**src/rtl/mips_pkg.sv**
```systemverilog
// Shared mips32 pipeline types: branch codes, branch_ctrl states
// and the default register address width.
package mips_pkg;

  localparam int REG_AW_DFLT = 5;

  typedef enum logic [1:0] {
    BR_NONE = 2'b00,
    BR_BEQ  = 2'b01,
    BR_BNE  = 2'b10,
    BR_JMP  = 2'b11
  } br_code_e;

  typedef enum logic [1:0] {
    BC_IDLE   = 2'b00,
    BC_STALL  = 2'b01,
    BC_SQUASH = 2'b10
  } bc_state_e;

endpackage

```
**src/rtl/branch_ctrl_if.sv**
```systemverilog
// ID-stage branch control bundle: decoder, EX/MEM destinations,
// comparator result in; compare code, PC select, stall/kill out.
interface branch_ctrl_if #(
  parameter int REG_AW = 5,
  parameter int CNT_W  = 16
);

  logic              id_valid;
  logic [1:0]        id_code;
  logic              id_is_jr;
  logic [REG_AW-1:0] id_rs;
  logic [REG_AW-1:0] id_rt;
  logic              ex_reg_write;
  logic              ex_mem_read;
  logic [REG_AW-1:0] ex_rd;
  logic              mem_mem_read;
  logic [REG_AW-1:0] mem_rd;
  logic              cmp_isBranch;
  logic [1:0]        cmp_code;
  logic              pc_sel;
  logic              stall;
  logic              id_kill;
  logic              hazard_timeout;
  logic [CNT_W-1:0]  branch_cnt;
  logic [CNT_W-1:0]  taken_cnt;

  modport master (
    output id_valid, id_code, id_is_jr,
    output id_rs, id_rt,
    output ex_reg_write, ex_mem_read, ex_rd,
    output mem_mem_read, mem_rd,
    output cmp_isBranch,
    input  cmp_code, pc_sel, stall, id_kill,
    input  hazard_timeout, branch_cnt, taken_cnt
  );

  modport slave (
    input  id_valid, id_code, id_is_jr,
    input  id_rs, id_rt,
    input  ex_reg_write, ex_mem_read, ex_rd,
    input  mem_mem_read, mem_rd,
    input  cmp_isBranch,
    output cmp_code, pc_sel, stall, id_kill,
    output hazard_timeout, branch_cnt, taken_cnt
  );

endinterface

```
**src/rtl/branch_hazard.sv**
```systemverilog
// Combinational rs/rt source match against EX and MEM destinations.
// Register 0 never hazards; j/jal read no sources.
module branch_hazard
  import mips_pkg::*;
#(
  parameter int REG_AW = REG_AW_DFLT
) (
  input  br_code_e          code_i,
  input  logic              is_jr_i,
  input  logic [REG_AW-1:0] rs_i,
  input  logic [REG_AW-1:0] rt_i,
  input  logic              ex_reg_write_i,
  input  logic              ex_mem_read_i,
  input  logic [REG_AW-1:0] ex_rd_i,
  input  logic              mem_mem_read_i,
  input  logic [REG_AW-1:0] mem_rd_i,
  output logic              hazard_o
);

  logic use_rs;
  logic use_rt;
  logic ex_wr;
  logic rs_hz;
  logic rt_hz;

  function automatic logic src_hz(
    input logic [REG_AW-1:0] s,
    input logic              exw,
    input logic [REG_AW-1:0] exd,
    input logic              mld,
    input logic [REG_AW-1:0] md
  );
    return (s != '0) &&
           ((exw && exd == s) ||
            (mld && md == s));
  endfunction

  always_comb begin
    use_rs = 1'b0;
    use_rt = 1'b0;
    unique case (1'b1)
      (code_i == BR_BEQ),
      (code_i == BR_BNE): begin
        use_rs = 1'b1;
        use_rt = 1'b1;
      end
      (code_i == BR_JMP): use_rs = is_jr_i;
      default: ;
    endcase
  end

  assign ex_wr = ex_reg_write_i | ex_mem_read_i;

  assign rs_hz = use_rs &&
    src_hz(rs_i, ex_wr, ex_rd_i,
           mem_mem_read_i, mem_rd_i);

  assign rt_hz = use_rt &&
    src_hz(rt_i, ex_wr, ex_rd_i,
           mem_mem_read_i, mem_rd_i);

  assign hazard_o = rs_hz | rt_hz;

endmodule

```
**src/rtl/branch_ctrl.sv**
```systemverilog
// ID-stage branch sequencer: hazard stall, compare, PC redirect, kill.
// MIPS_DELAY_SLOT_EN: taken transfers skip SQUASH, id_kill tied 0.
module branch_ctrl
  import mips_pkg::*;
#(
  parameter int REG_AW    = REG_AW_DFLT,
  parameter int CNT_W     = 16,
  parameter int MAX_STALL = 3
) (
  input logic          clock,
  input logic          reset,
  branch_ctrl_if.slave bus
);

  localparam int SCW = $clog2(MAX_STALL + 1);
  localparam logic [SCW-1:0] SC_MAX = SCW'(MAX_STALL);

`ifdef MIPS_DELAY_SLOT_EN
  localparam bit SQUASH_EN = 1'b0;
`else
  localparam bit SQUASH_EN = 1'b1;
`endif

  br_code_e         code;
  bc_state_e        state_q;
  bc_state_e        state_d;
  logic [SCW-1:0]   stall_cnt_q;
  logic [SCW-1:0]   stall_cnt_d;
  logic [CNT_W-1:0] branch_cnt_q;
  logic [CNT_W-1:0] taken_cnt_q;
  logic             timeout_q;
  logic             hazard;
  logic             br;
  logic             br_inc;
  logic             tk_inc;
  logic             stall_c;
  logic             pc_sel_c;
  br_code_e         cmp_code_c;

  assign code = br_code_e'(bus.id_code);

  branch_hazard #(
    .REG_AW (REG_AW)
  ) u_hazard (
    .code_i         (code),
    .is_jr_i        (bus.id_is_jr),
    .rs_i           (bus.id_rs),
    .rt_i           (bus.id_rt),
    .ex_reg_write_i (bus.ex_reg_write),
    .ex_mem_read_i  (bus.ex_mem_read),
    .ex_rd_i        (bus.ex_rd),
    .mem_mem_read_i (bus.mem_mem_read),
    .mem_rd_i       (bus.mem_rd),
    .hazard_o       (hazard)
  );

  assign br = bus.id_valid &&
              (code != BR_NONE) &&
              (state_q != BC_SQUASH);

  always_comb begin
    state_d     = state_q;
    stall_cnt_d = stall_cnt_q;
    stall_c     = 1'b0;
    pc_sel_c    = 1'b0;
    cmp_code_c  = BR_NONE;
    br_inc      = 1'b0;
    tk_inc      = 1'b0;
    unique case (state_q)
      BC_IDLE, BC_STALL: begin
        if (br && hazard) begin
          stall_c = 1'b1;
          state_d = BC_STALL;
          if (stall_cnt_q != SC_MAX)
            stall_cnt_d = stall_cnt_q + 1'b1;
        end else if (br) begin
          cmp_code_c  = code;
          pc_sel_c    = bus.cmp_isBranch;
          br_inc      = 1'b1;
          tk_inc      = bus.cmp_isBranch;
          stall_cnt_d = '0;
          state_d = (bus.cmp_isBranch && SQUASH_EN)
                  ? BC_SQUASH : BC_IDLE;
        end else begin
          stall_cnt_d = '0;
          state_d     = BC_IDLE;
        end
      end
      BC_SQUASH: state_d = BC_IDLE;
      default:   state_d = BC_IDLE;
    endcase
  end

  // Outputs are forced quiet while reset is held, even mid-branch.
  assign bus.stall    = reset & stall_c;
  assign bus.pc_sel   = reset & pc_sel_c;
  assign bus.cmp_code = reset ? cmp_code_c : BR_NONE;

  always_ff @(posedge clock or negedge reset) begin
    if (!reset) begin
      state_q      <= BC_IDLE;
      stall_cnt_q  <= '0;
      branch_cnt_q <= '0;
      taken_cnt_q  <= '0;
      timeout_q    <= 1'b0;
    end else begin
      state_q     <= state_d;
      stall_cnt_q <= stall_cnt_d;
      if (br_inc)
        branch_cnt_q <= branch_cnt_q + 1'b1;
      if (tk_inc)
        taken_cnt_q <= taken_cnt_q + 1'b1;
      if (stall_cnt_d == SC_MAX)
        timeout_q <= 1'b1;
    end
  end

`ifdef MIPS_DELAY_SLOT_EN
  assign bus.id_kill = 1'b0;
`else
  logic kill_q;

  always_ff @(posedge clock or negedge reset) begin
    if (!reset)
      kill_q <= 1'b0;
    else
      kill_q <= (state_d == BC_SQUASH);
  end

  assign bus.id_kill = kill_q;
`endif

  assign bus.hazard_timeout = timeout_q;
  assign bus.branch_cnt     = branch_cnt_q;
  assign bus.taken_cnt      = taken_cnt_q;

endmodule

```
**src/flat_wrapper.sv**
```systemverilog
// flat-port wrapper written by rule: the top's interface ports become plain ports
module branch_ctrl_flat import mips_pkg::*;
#(
  parameter int REG_AW    = REG_AW_DFLT,
  parameter int CNT_W     = 16,
  parameter int MAX_STALL = 3
)
  (clock, reset, bus_id_valid, bus_id_code, bus_id_is_jr, bus_id_rs, bus_id_rt, bus_ex_reg_write, bus_ex_mem_read, bus_ex_rd, bus_mem_mem_read, bus_mem_rd, bus_cmp_isBranch, bus_cmp_code, bus_pc_sel, bus_stall, bus_id_kill, bus_hazard_timeout, bus_branch_cnt, bus_taken_cnt);
  branch_ctrl_if #(.REG_AW(REG_AW), .CNT_W(CNT_W)) bus_i ();
  input logic clock;
  input logic reset;
  input wire logic [$bits(bus_i.id_valid)-1:0] bus_id_valid;
  input wire logic [$bits(bus_i.id_code)-1:0] bus_id_code;
  input wire logic [$bits(bus_i.id_is_jr)-1:0] bus_id_is_jr;
  input wire logic [$bits(bus_i.id_rs)-1:0] bus_id_rs;
  input wire logic [$bits(bus_i.id_rt)-1:0] bus_id_rt;
  input wire logic [$bits(bus_i.ex_reg_write)-1:0] bus_ex_reg_write;
  input wire logic [$bits(bus_i.ex_mem_read)-1:0] bus_ex_mem_read;
  input wire logic [$bits(bus_i.ex_rd)-1:0] bus_ex_rd;
  input wire logic [$bits(bus_i.mem_mem_read)-1:0] bus_mem_mem_read;
  input wire logic [$bits(bus_i.mem_rd)-1:0] bus_mem_rd;
  input wire logic [$bits(bus_i.cmp_isBranch)-1:0] bus_cmp_isBranch;
  output wire logic [$bits(bus_i.cmp_code)-1:0] bus_cmp_code;
  output wire logic [$bits(bus_i.pc_sel)-1:0] bus_pc_sel;
  output wire logic [$bits(bus_i.stall)-1:0] bus_stall;
  output wire logic [$bits(bus_i.id_kill)-1:0] bus_id_kill;
  output wire logic [$bits(bus_i.hazard_timeout)-1:0] bus_hazard_timeout;
  output wire logic [$bits(bus_i.branch_cnt)-1:0] bus_branch_cnt;
  output wire logic [$bits(bus_i.taken_cnt)-1:0] bus_taken_cnt;
  assign bus_i.id_valid = bus_id_valid;
  assign bus_i.id_code = bus_id_code;
  assign bus_i.id_is_jr = bus_id_is_jr;
  assign bus_i.id_rs = bus_id_rs;
  assign bus_i.id_rt = bus_id_rt;
  assign bus_i.ex_reg_write = bus_ex_reg_write;
  assign bus_i.ex_mem_read = bus_ex_mem_read;
  assign bus_i.ex_rd = bus_ex_rd;
  assign bus_i.mem_mem_read = bus_mem_mem_read;
  assign bus_i.mem_rd = bus_mem_rd;
  assign bus_i.cmp_isBranch = bus_cmp_isBranch;
  assign bus_cmp_code = bus_i.cmp_code;
  assign bus_pc_sel = bus_i.pc_sel;
  assign bus_stall = bus_i.stall;
  assign bus_id_kill = bus_i.id_kill;
  assign bus_hazard_timeout = bus_i.hazard_timeout;
  assign bus_branch_cnt = bus_i.branch_cnt;
  assign bus_taken_cnt = bus_i.taken_cnt;
  branch_ctrl #(.REG_AW(REG_AW), .CNT_W(CNT_W), .MAX_STALL(MAX_STALL)) u_core (.clock(clock), .reset(reset), .bus(bus_i));
endmodule
```
**config.mk**
```make
export PLATFORM = sky130hd
export DESIGN_NAME = branch_ctrl_flat
export DESIGN_NICKNAME = d
export VERILOG_FILES = /design/src/rtl/mips_pkg.sv /design/src/rtl/branch_ctrl_if.sv /design/src/rtl/branch_hazard.sv /design/src/rtl/branch_ctrl.sv /design/src/flat_wrapper.sv
export SDC_FILE = /design/constraint.sdc
export NUM_CORES = 1
export LEC_CHECK = 0
export BUFFER_PORTS_ARGS = -buffer_cell sky130_fd_sc_hd__clkbuf_2
export CORE_UTILIZATION = 35
export DETAILED_ROUTE_END_ITERATION = 7
export GPL_TIMING_DRIVEN = 0
export SETUP_SLACK_MARGIN = 0.1
export SYNTH_ARGS = -nofsm -noshare
export SYNTH_HDL_FRONTEND = slang
export SYNTH_HIERARCHICAL = 1
export SYNTH_SLANG_ARGS = --single-unit
export TNS_END_PERCENT = 20
```
**constraint.sdc**
```tcl
create_clock -name clock -period 1.5 [get_ports clock]
set_input_delay 0.075 -clock clock [delete_from_list [all_inputs] [get_ports clock]]
set_output_delay 0.075 -clock clock [all_outputs]
set_load 0.05 [all_outputs]
```
==> Word level (Yosys, flattened, before mapping) <==
Index checks and enable logic that the tools add are counted.
{ "op_classes": {"n_addsub": 3, "eq_ne": 12, "n_mux": 21, "n_bitwise": 4, "reduce_logical": 19} }
{ "ops": {"columns": ["op", "count"], "rows": [
  ["$add 16x1->16 const B", 2],
  ["$mux 2", 11],
  ["$eq 5x5->1", 4],
  ["$logic_and 1x1->1", 11],
  ["$reduce_bool 5->1", 2],
  ["$mux 1", 9],
  ["$eq 2x2->1 const B", 4],
  ["$eq 2x1->1 const B", 2],
  ["$ne 2x2->1 const B", 2],
  ["$reduce_or 2->1", 2],
  ["$add 2x1->2 const B", 1],
  ["$and 1x1->1", 2],
  ["$logic_not 2->1", 1],
  ["$logic_or 1x1->1", 2],
  ["$or 1x1->1", 2],
  ["$pmux 1 s2", 1],
  ["$reduce_bool 2->1", 1]
]} }
{ "totals": {"ff_bits": 38, "word_cells": 65} }

==> Depth between registers and ports, before layout <==
Gate-level depths: netlist (run 1).
{ "depth": {"ltp_word": 10, "ltp_mapped": 10} }

==> Modules after synthesis <==
The synthesis (run 1) kept the hierarchy.
{ "modules_own_cells": {"columns": ["module", "instances", "cells_per_inst", "area_per_inst_um2", "seq_area_each_um2"], "rows": [
  ["branch_ctrl", 1, 139, 1735.4, 925.9],
  ["branch_hazard", 1, 42, 306.5, 0.0]
]} }

==> Worst setup path before layout (run 1) <==
OpenSTA, ideal clock, no wires.
{ "synth_timing": {"path_type": "input-to-reg", "from": "input port bus_id_code[0]", "to": "register u_core.taken_cnt_q[9] (netlist: u_core/bus.taken_cnt[9])", "setup_ns": 0.142, "arrival_time_ns": 1.714, "required_ns": 1.358, "path_slack_ns": -0.356, "cell_stages": 10, "path_cell_list": "inv_1 -> ha_1 -> a21oi_1 -> a211oi_1 -> a32o_1 -> buf_6 -> nand2b_4 -> nor4_4 -> nand4_1 -> xnor2_1"} }
{ "synth_between": {"elab_chain_len": 8, "word_cells_on_any_way": 16, "classes_between": "eq/ne: 3; mux: 5; bitwise: 1; reduce/logical: 7"} }
{ "synth_rtl": {"columns": ["item", "line", "rtl"], "rows": [
  ["start: declaration", "flat_wrapper.sv:13", "input wire logic [$bits(bus_i.id_code)-1:0] bus_id_code;"],
  ["$eq 2x1->1 / $eq 2x2->1 (equally long branches)", "branch_hazard.sv:42, branch_hazard.sv:43", null],
  ["$reduce_or 2->1", "branch_hazard.sv:41", "unique case (1'b1)"],
  ["$pmux 1 s2 / $mux 1 (equally long branches)", "branch_hazard.sv:41", null],
  ["$logic_and 1x1->1, on equally long branches", "branch_hazard.sv:54, branch_hazard.sv:58", null],
  ["$or 1x1->1 (*)", "branch_hazard.sv:62", "assign hazard_o = rs_hz | rt_hz;"],
  ["named net u_core.hazard", "branch_ctrl.sv:32", "logic hazard;"],
  ["$logic_and 1x1->1 (*)", "branch_ctrl.sv:71", "if (br && hazard) begin"],
  ["$mux 1 (*)", "branch_ctrl.sv:71", null],
  ["$mux 1 (*)", "branch_ctrl.sv:69", "unique case (state_q)"],
  ["end signal: assignment", "branch_ctrl.sv:112", "taken_cnt_q <= taken_cnt_q + 1'b1;"],
  ["end: declaration", "branch_ctrl.sv:30", "logic [CNT_W-1:0] taken_cnt_q;"]
]} }
The timed path passes the listed nets; every way through them passes the cells marked *.
A chain may end at the register's enable or synchronous reset.

==> Worst setup path after layout (run 1) <==
{ "layout_timing": {"from": "input port bus_id_code[1]", "to": "output port bus_pc_sel"} }
{ "layout_between": {"elab_chain_len": 9, "word_cells_on_any_way": 17, "classes_between": "eq/ne: 3; mux: 5; bitwise: 2; reduce/logical: 7"} }
{ "layout_rtl": {"columns": ["item", "line", "rtl"], "rows": [
  ["$eq 2x1->1 / $eq 2x2->1 (equally long branches)", "branch_hazard.sv:42, branch_hazard.sv:43", null],
  ["$reduce_or 2->1", "branch_hazard.sv:41", null],
  ["$pmux 1 s2 / $mux 1 (equally long branches)", "branch_hazard.sv:41", null],
  ["$logic_and 1x1->1, on equally long branches", "branch_hazard.sv:54, branch_hazard.sv:58", null],
  ["$or 1x1->1 (*)", "branch_hazard.sv:62", null],
  ["named net u_core.hazard", "branch_ctrl.sv:32", null],
  ["$logic_and 1x1->1 (*)", "branch_ctrl.sv:71", null],
  ["$mux 1 (*)", "branch_ctrl.sv:71", null],
  ["$mux 1 (*)", "branch_ctrl.sv:69", null],
  ["named net u_core.pc_sel_c", "branch_ctrl.sv:37", "logic pc_sel_c;"],
  ["$and 1x1->1 (*)", "branch_ctrl.sv:96", "assign bus.pc_sel = reset & pc_sel_c;"],
  ["end: declaration", "flat_wrapper.sv:24", "output wire logic [$bits(bus_i.pc_sel)-1:0] bus_pc_sel;"]
]} }
Marks and branches as above.

==> results of run 1 <==
[routing by layer]
metal	global-route usage	vias to the layer above	part of all wire
met5	0	-	0
met4	0.03889	0	0.011
met3	0.03372	5	0.036
met2	0.2456	32	0.46
met1	0.2044	762	0.49
li1	-	815	-
[power by group]
part           leakage (nW)  switching (mW)  internal (mW)
logic                 0.744           0.861          0.395
registers             0.493           0.199           1.16
clock network        0.0542           0.335          0.415
total                  1.29            1.39           1.97
[flip-flops by register name (all words and copies together), names as in the netlist]
register and flops:
u_core/bus.hazard_timeout 1, u_core/bus.id_kill 1, u_core/state_q 1, u_core/bus.taken_cnt 16, u_core/stall_cnt_q 2, u_core/bus.branch_cnt 16
[worst paths after layout]
kind,from,to,slack [ps],depth (start not counted)
worst max-delay path,bus_id_code[1],bus_pc_sel,-160,11
worst min-delay path,reset,u_core/bus.branch_cnt[4],-60,1
worst max register to register,u_core/bus.branch_cnt[0],u_core/bus.branch_cnt[8],-50,5
worst min register to register,u_core/bus.branch_cnt[15],u_core/bus.branch_cnt[15],470,1
max in group asynchronous,reset,u_core/state_q[1],900,1
min in group clock,bus_cmp_isBranch,u_core/bus.taken_cnt[2],130,3
[repair_timing]
action | 4_1_cts | 5_1_grt
buffers inserted | 10 | 2
endpoints found under the hold margin | 37 | 0
cloned | 0 | 0
gates resized for setup | 20 | 10
endpoints found under the setup margin | 35 | 35
pin swaps | 17 | 15
[cell usage in the layout (no fill, tap or decap), types with 5 or more instances in the layout]
cell type                  netlist  routed
sky130_fd_sc_hd__xnor2_1        46      45
sky130_fd_sc_hd__clkbuf_8        0       8
sky130_fd_sc_hd__nand2_1        12      12
sky130_fd_sc_hd__dfrtp_1        37      34
sky130_fd_sc_hd__nand3_1        13      11
sky130_fd_sc_hd__and3_1          6       6
sky130_fd_sc_hd__buf_4           0       9
sky130_fd_sc_hd__nand4_1        12      12
sky130_fd_sc_hd__clkbuf_2        1      62
sky130_fd_sc_hd__and4_1          5       5
[final cells by class]
cell class,instances,share of cell area
plain buffers,3,0.009713
flip-flops and latches,37,0.3280
clock buffers,7,0.03400
clock inverters,1,0.001766
multi-input cells,137,0.3991
inverters,4,0.01060
repair buffers,79,0.1850
well taps,72,0.03179
[kinds of logic after synthesis]
| family | synth area share |
|---|---|
| AO/OA/AOI/OAI | 0.04719 |
| buffers and inverters | 0.02083 |
| XOR/XNOR | 0.2145 |
| adder cells (fa/ha/maj) | 0.02451 |
| flip-flops | 0.4534 |
| AND/OR/NAND/NOR | 0.2286 |
| multiplexers | 0.01103 |
[stage by stage]
step,area [um2],utilization,worst slack [ps]
floorplan,2073,-,-192.6
global placement,2499,0.4483,-605.5
detailed placement,2499,0.4483,-625.2
CTS,2786,0.4999,-230.8
global route,2834,0.5084,-230.5
finish,2834,0.5084,-157.1
==> impl_results.md, run 1 <==
* Result of the run: complete, but fails checks
* Failing checks: hold timing, setup timing
* Slew at the pin closest to its max-slew limit at 972.0 ps
* Number of register bits inferred by synthesis at 37
* Residual DRC at 0
* Final hold viol count at 37
* Port Buf Inserts at 67
* Initial antenna violation count at 0
* Worst stage delay on the critical path at 220 ps
* Top cell type's share of synthesized area at 0.4534
* Core footprint at 0.005574 mm2
* Post-synthesis instance total at 181
* CP startpoint kind: input pin
* Worst EP arrival at 1580 ps
* Layout cells sized above 1 at 0.4291
* Top cells by area, synth: sky130_fd_sc_hd__dfrtp_1, sky130_fd_sc_hd__xnor2_1, sky130_fd_sc_hd__nor4_4
* Final instance count without filler cells at 340
* Post-route ant nets at 0
* Worst skew pair latency at 280 ps
* Total overflow reported by the global router at 0
* Maximum number of buffers from clock root to sink at 2
* Critical path class: in2out
* Final Max Tran Viols at 0
* RePlAce Congestion at 0.8672
* Max-capacitance violation count at 0
* Total Routed Length at 4.320 mm
* Clock root buffer master: sky130_fd_sc_hd__clkbuf_8
* Die area at 0.006143 mm2
* Footprint of the multi-input gates at 0.001131 mm2
* Post-detailed-route via-to-cell ratio at 4.747
* Number of global-route vias before repair at 1585
* Number of nets in the layout at 301
* Remaining max-slew budget at the tightest pin at 0.3520
* Required time worst endpoint at 1420 ps
* Maximum level of the CTS H-tree at 2
* GRT Total Usage at 0.1516
* Worst clock skew at 5.679 ps
* Largest net degree at the start of global routing at 42
* Register area at 929.6 um2
* Shortest clock period the worst path allows after layout at 1657 ps
* Number of warnings reported in the yosys synthesis log at 6
* Post-Synthesis Cell Area at 0.002042 mm2
* Max Fclk at 0.6035 GHz
* Crit path buf inv count at 4
* Slowest CP cell: sky130_fd_sc_hd__a32o_2
* Post-detailed-route wirelength per cell at 12.71 um
* Syn avg cell area at 11.28 um2
* Total via count in the routed design at 1614
* Number of inserted filler cells in the final layout at 532
* Largest delay contributor family on the critical path: simple AND/OR/NAND/NOR gates
* Number of unique standard cell types used by synthesis at 29
* Site Rows at 27
* Cell with the most instances after synthesis: sky130_fd_sc_hd__xnor2_1
* Die Span Y at 78.38 um
* Placed insts at 320
* Leading cell types by count after synthesis: sky130_fd_sc_hd__xnor2_1, sky130_fd_sc_hd__dfrtp_1, sky130_fd_sc_hd__nand3_1
* Clock buffers created by TritonCTS at 5
* Power per cell area at 1186 mW/mm2
* Primary FF master, synth: sky130_fd_sc_hd__dfrtp_1
* Highest fanout seen on the critical path at 5
* Number of top-level pins at 68
* Final hold slack at -59.02 ps
* Net count of the mapped netlist at 215
* Period utilisation layout at 1.105
* EDFF count, synth at 0
* Setup repair after global routing missed its margin: true
* Detailed-routing iteration count for the pre-antenna-repair pass at 4
* CP cell instances: clkbuf_16 > inv_4 > ha_4 > a21oi_4 > a211oi_2 > a32o_2 > buf_6 > nand2b_4 > nor3_4 > and2_4 > buf_8
* Worst min-delay path class: in2async
* Antenna diode count at 0
* Initial DRC count at 85
* CTS tree: yes
* Setup TNS at -2361 ps
* First-pass GRT wire length at 7.334 mm
* Static power due to leakage at 1.291 nW
* Area leader, netlist: sky130_fd_sc_hd__dfrtp_1
* Sink count of the clock tree at 37
* Starting density of the core at 0.3663
* Clock-pin slew of the registers on the worst-case setup and hold paths at 70 ps
* Maximum vdd ir drop at 1109 uV
* DP Wirelength at 3.132 mm
* Final WS setup at -157.1 ps
* Final setup violation count at 30
* Sequential element share of the synthesized area at 0.4534
* Signed area change from the synthesized netlist to the final layout at 38.79%
* Async SR Flop Fraction at 1.000
* Overall Power at 3.361 mW
* Die boundary width at 78.38 um
* Element type at the critical path end: output pin
Power figures use the tool's default switching activity.
==> run 2, diff against run 1 <==
--- a/config.mk
+++ b/config.mk
@@ -5,8 +5,9 @@
 export SDC_FILE = /design/constraint.sdc
 export NUM_CORES = 1
 export LEC_CHECK = 0
-export BUFFER_PORTS_ARGS = -buffer_cell sky130_fd_sc_hd__clkbuf_2
+export BUFFER_PORTS_ARGS = -buffer_cell sky130_fd_sc_hd__buf_4
 export CORE_UTILIZATION = 35
+export CTS_CLUSTER_SIZE = 20
 export DETAILED_ROUTE_END_ITERATION = 7
 export GPL_TIMING_DRIVEN = 0
 export SETUP_SLACK_MARGIN = 0.1
==> run 2 against run 1 <==
The run still ends with hold timing, setup timing left; utilization up 3.3 points; worst setup slack better by 0.56 ps; global-route usage increased by 0.70 points; routed wire length grew 9.3%; critical path type unchanged.
==> impl_results.md, run 2 (synthesis gave the netlist of run 1 again) <==
* Maximum level of the CTS H-tree at 2
* Power per cell area at 1183 mW/mm2
* Maximum vdd ir drop at 912.5 uV
* Overall Power at 3.575 mW
* Failing checks: hold timing, setup timing
* Final hold slack at -245.5 ps
* Maximum number of buffers from clock root to sink at 2
* Max Fclk at 0.6037 GHz
* Commonest non-fill, non-tap cell in the layout: sky130_fd_sc_hd__buf_4
* Static power due to leakage at 1.351 nW
* Starting density of the core at 0.3663
* Total Routed Length at 4.721 mm
* Die boundary width at 78.38 um
* Sink count of the clock tree at 37
* Final standard cell utilization of the core at 0.5419
* Number of top-level pins at 68
* Highest fanout seen on the critical path at 7
* Core footprint at 0.005574 mm2
* Detailed-routing iteration count for the pre-antenna-repair pass at 5
* Post-detailed-route wirelength per cell at 13.53 um
* Largest net degree at the start of global routing at 42
* Slew at the pin closest to its max-slew limit at 564.0 ps
* Result of the run: complete, but fails checks
* Required time worst endpoint at 1420 ps
* Signed area change from the synthesized netlist to the final layout at 47.92%
* Layout cells sized above 1 at 0.4477
* Initial antenna violation count at 0
* Shortest clock period the worst path allows after layout at 1657 ps
* Total overflow reported by the global router at 0
* Critical path class: in2out
* Remaining max-slew budget at the tightest pin at 0.6226
* Most frequent CP cell: sky130_fd_sc_hd__buf_8
* RePlAce Congestion at 0.8410
* Period utilisation layout at 1.104
* Worst skew pair latency at 280 ps
* Post-route ant nets at 0
* Final WS setup at -156.5 ps
* Slowest CP cell: sky130_fd_sc_hd__a32o_2
* Number of nets in the layout at 310
* Die area at 0.006143 mm2
* DP Wirelength at 3.311 mm
* Global-route track usage on met3 at 0.03605
* Clock root buffer master: sky130_fd_sc_hd__clkbuf_8
* Final hold viol count at 37
* Residual DRC at 0
* Port Buf Inserts at 67
* Worst EP arrival at 1580 ps
* CP startpoint kind: input pin
* CP cell instances: buf_8 > inv_4 > ha_4 > a21oi_4 > a211oi_2 > a32o_2 > buf_6 > nand2b_4 > nor3_4 > and2_4 > buf_8
* Final Max Tran Viols at 0
* Max-capacitance violation count at 0
* Site Rows at 27
* Final setup violation count at 19
* Number of inserted filler cells in the final layout at 525
* Global-route layer with the greatest usage: met2
* Initial DRC count at 38
* Leading cell types in the layout, fill and taps excluded: sky130_fd_sc_hd__buf_4, sky130_fd_sc_hd__xnor2_1, sky130_fd_sc_hd__dfrtp_1
* Total via count in the routed design at 1666
* CTS tree: yes
* Worst clock skew at 6.609 ps
* Antenna diode count at 0
* Die Span Y at 78.38 um
* Global Route met2 Usage at 0.2596
* Final non-filler cell area at 0.003020 mm2
* Worst stage delay on the critical path at 240 ps
* Number of global-route vias before repair at 1674
* Setup repair after global routing missed its margin: true
* Element type at the critical path end: output pin
* Worst min-delay path class: in2async
* Clock buffers created by TritonCTS at 5
* Total cell area at the placement stage at 0.002666 mm2
* GRT Total Usage at 0.1586
* Met1 Usage GRT at 0.2081
* First-pass GRT wire length at 7.645 mm
* Post-detailed-route via-to-cell ratio at 4.774
* Clock-pin slew of the registers on the worst-case setup and hold paths at 70 ps
* Setup TNS at -1100 ps
-- run 2: cell types whose count changed in the layout (fill, tap and decap cells not counted), sizes merged --
| cell | delta |
|---|---|
| buf | +73 |
| clkbuf | -63 |
| clkinv | -1 |
-- run 2: worst paths after layout --
kind,start,end,slack [ps],cells past startpoint
worst max-delay path,bus_id_code[1],bus_pc_sel,-160,11
worst min-delay path,reset,u_core/bus.branch_cnt[4],-250,1
worst max register to register,u_core/bus.branch_cnt[0],u_core/bus.branch_cnt[12],-100,5
worst min register to register,u_core/bus.branch_cnt[15],u_core/bus.branch_cnt[15],470,1
max in group asynchronous,reset,u_core/bus.taken_cnt[1],1370,1
min in group clock,bus_cmp_isBranch,u_core/bus.taken_cnt[2],120,3
-- run 2: through the flow --
| step | std cells | setup WS [ps] |
|---|---|---|
| after floorplan | 181 | -192.6 |
| after global placement | 320 | -530.6 |
| after detailed placement | 320 | -549.2 |
| after CTS | 339 | -219.7 |
| after global routing | 349 | -223.7 |
| final | 349 | -156.5 |
-- run 2: critical path: cells and delay by family --
kind / cells / cell delay, ps
buffers and inverters: 4 / 420
and+or+nand+nor: 3 / 490
AOI/OAI and AO/OA: 3 / 390
adders and majority gates: 1 / 200
-- run 2: cell type report --
type	count	area, um2	area share
plain buffers	3	31.28	0.01036
clock buffers	8	90.09	0.02983
inverters	4	30.03	0.009942
multi-input cells	137	1139	0.3770
flip-flops and latches	37	929.6	0.3078
well taps	72	90.09	0.02983
repair buffers	88	710.7	0.2353
-- run 2: metal layers --
layer  wire length [um]  vias up  share of wire
met4                 51        0          0.011
met1               2187      792           0.46
li1                   -      827              -
met2               2279       41           0.48
met5                  0        -              0
met3                203        6          0.043
-- run 2: where the power goes --
group / internal [mW] / switching (mW) / total (mW)
sequential: 1.16 / 0.194 / 1.35
combinational: 0.603 / 0.918 / 1.52
clock: 0.375 / 0.328 / 0.703
total: 2.13 / 1.44 / 3.57
-- run 2: repair_timing --
action,CTS,global route
resized for setup,17,10
setup endpoints to repair,34,36
endpoints found under the hold margin,37,37
gates cloned,0,0
pin swaps,16,10
setup buffers,11,10
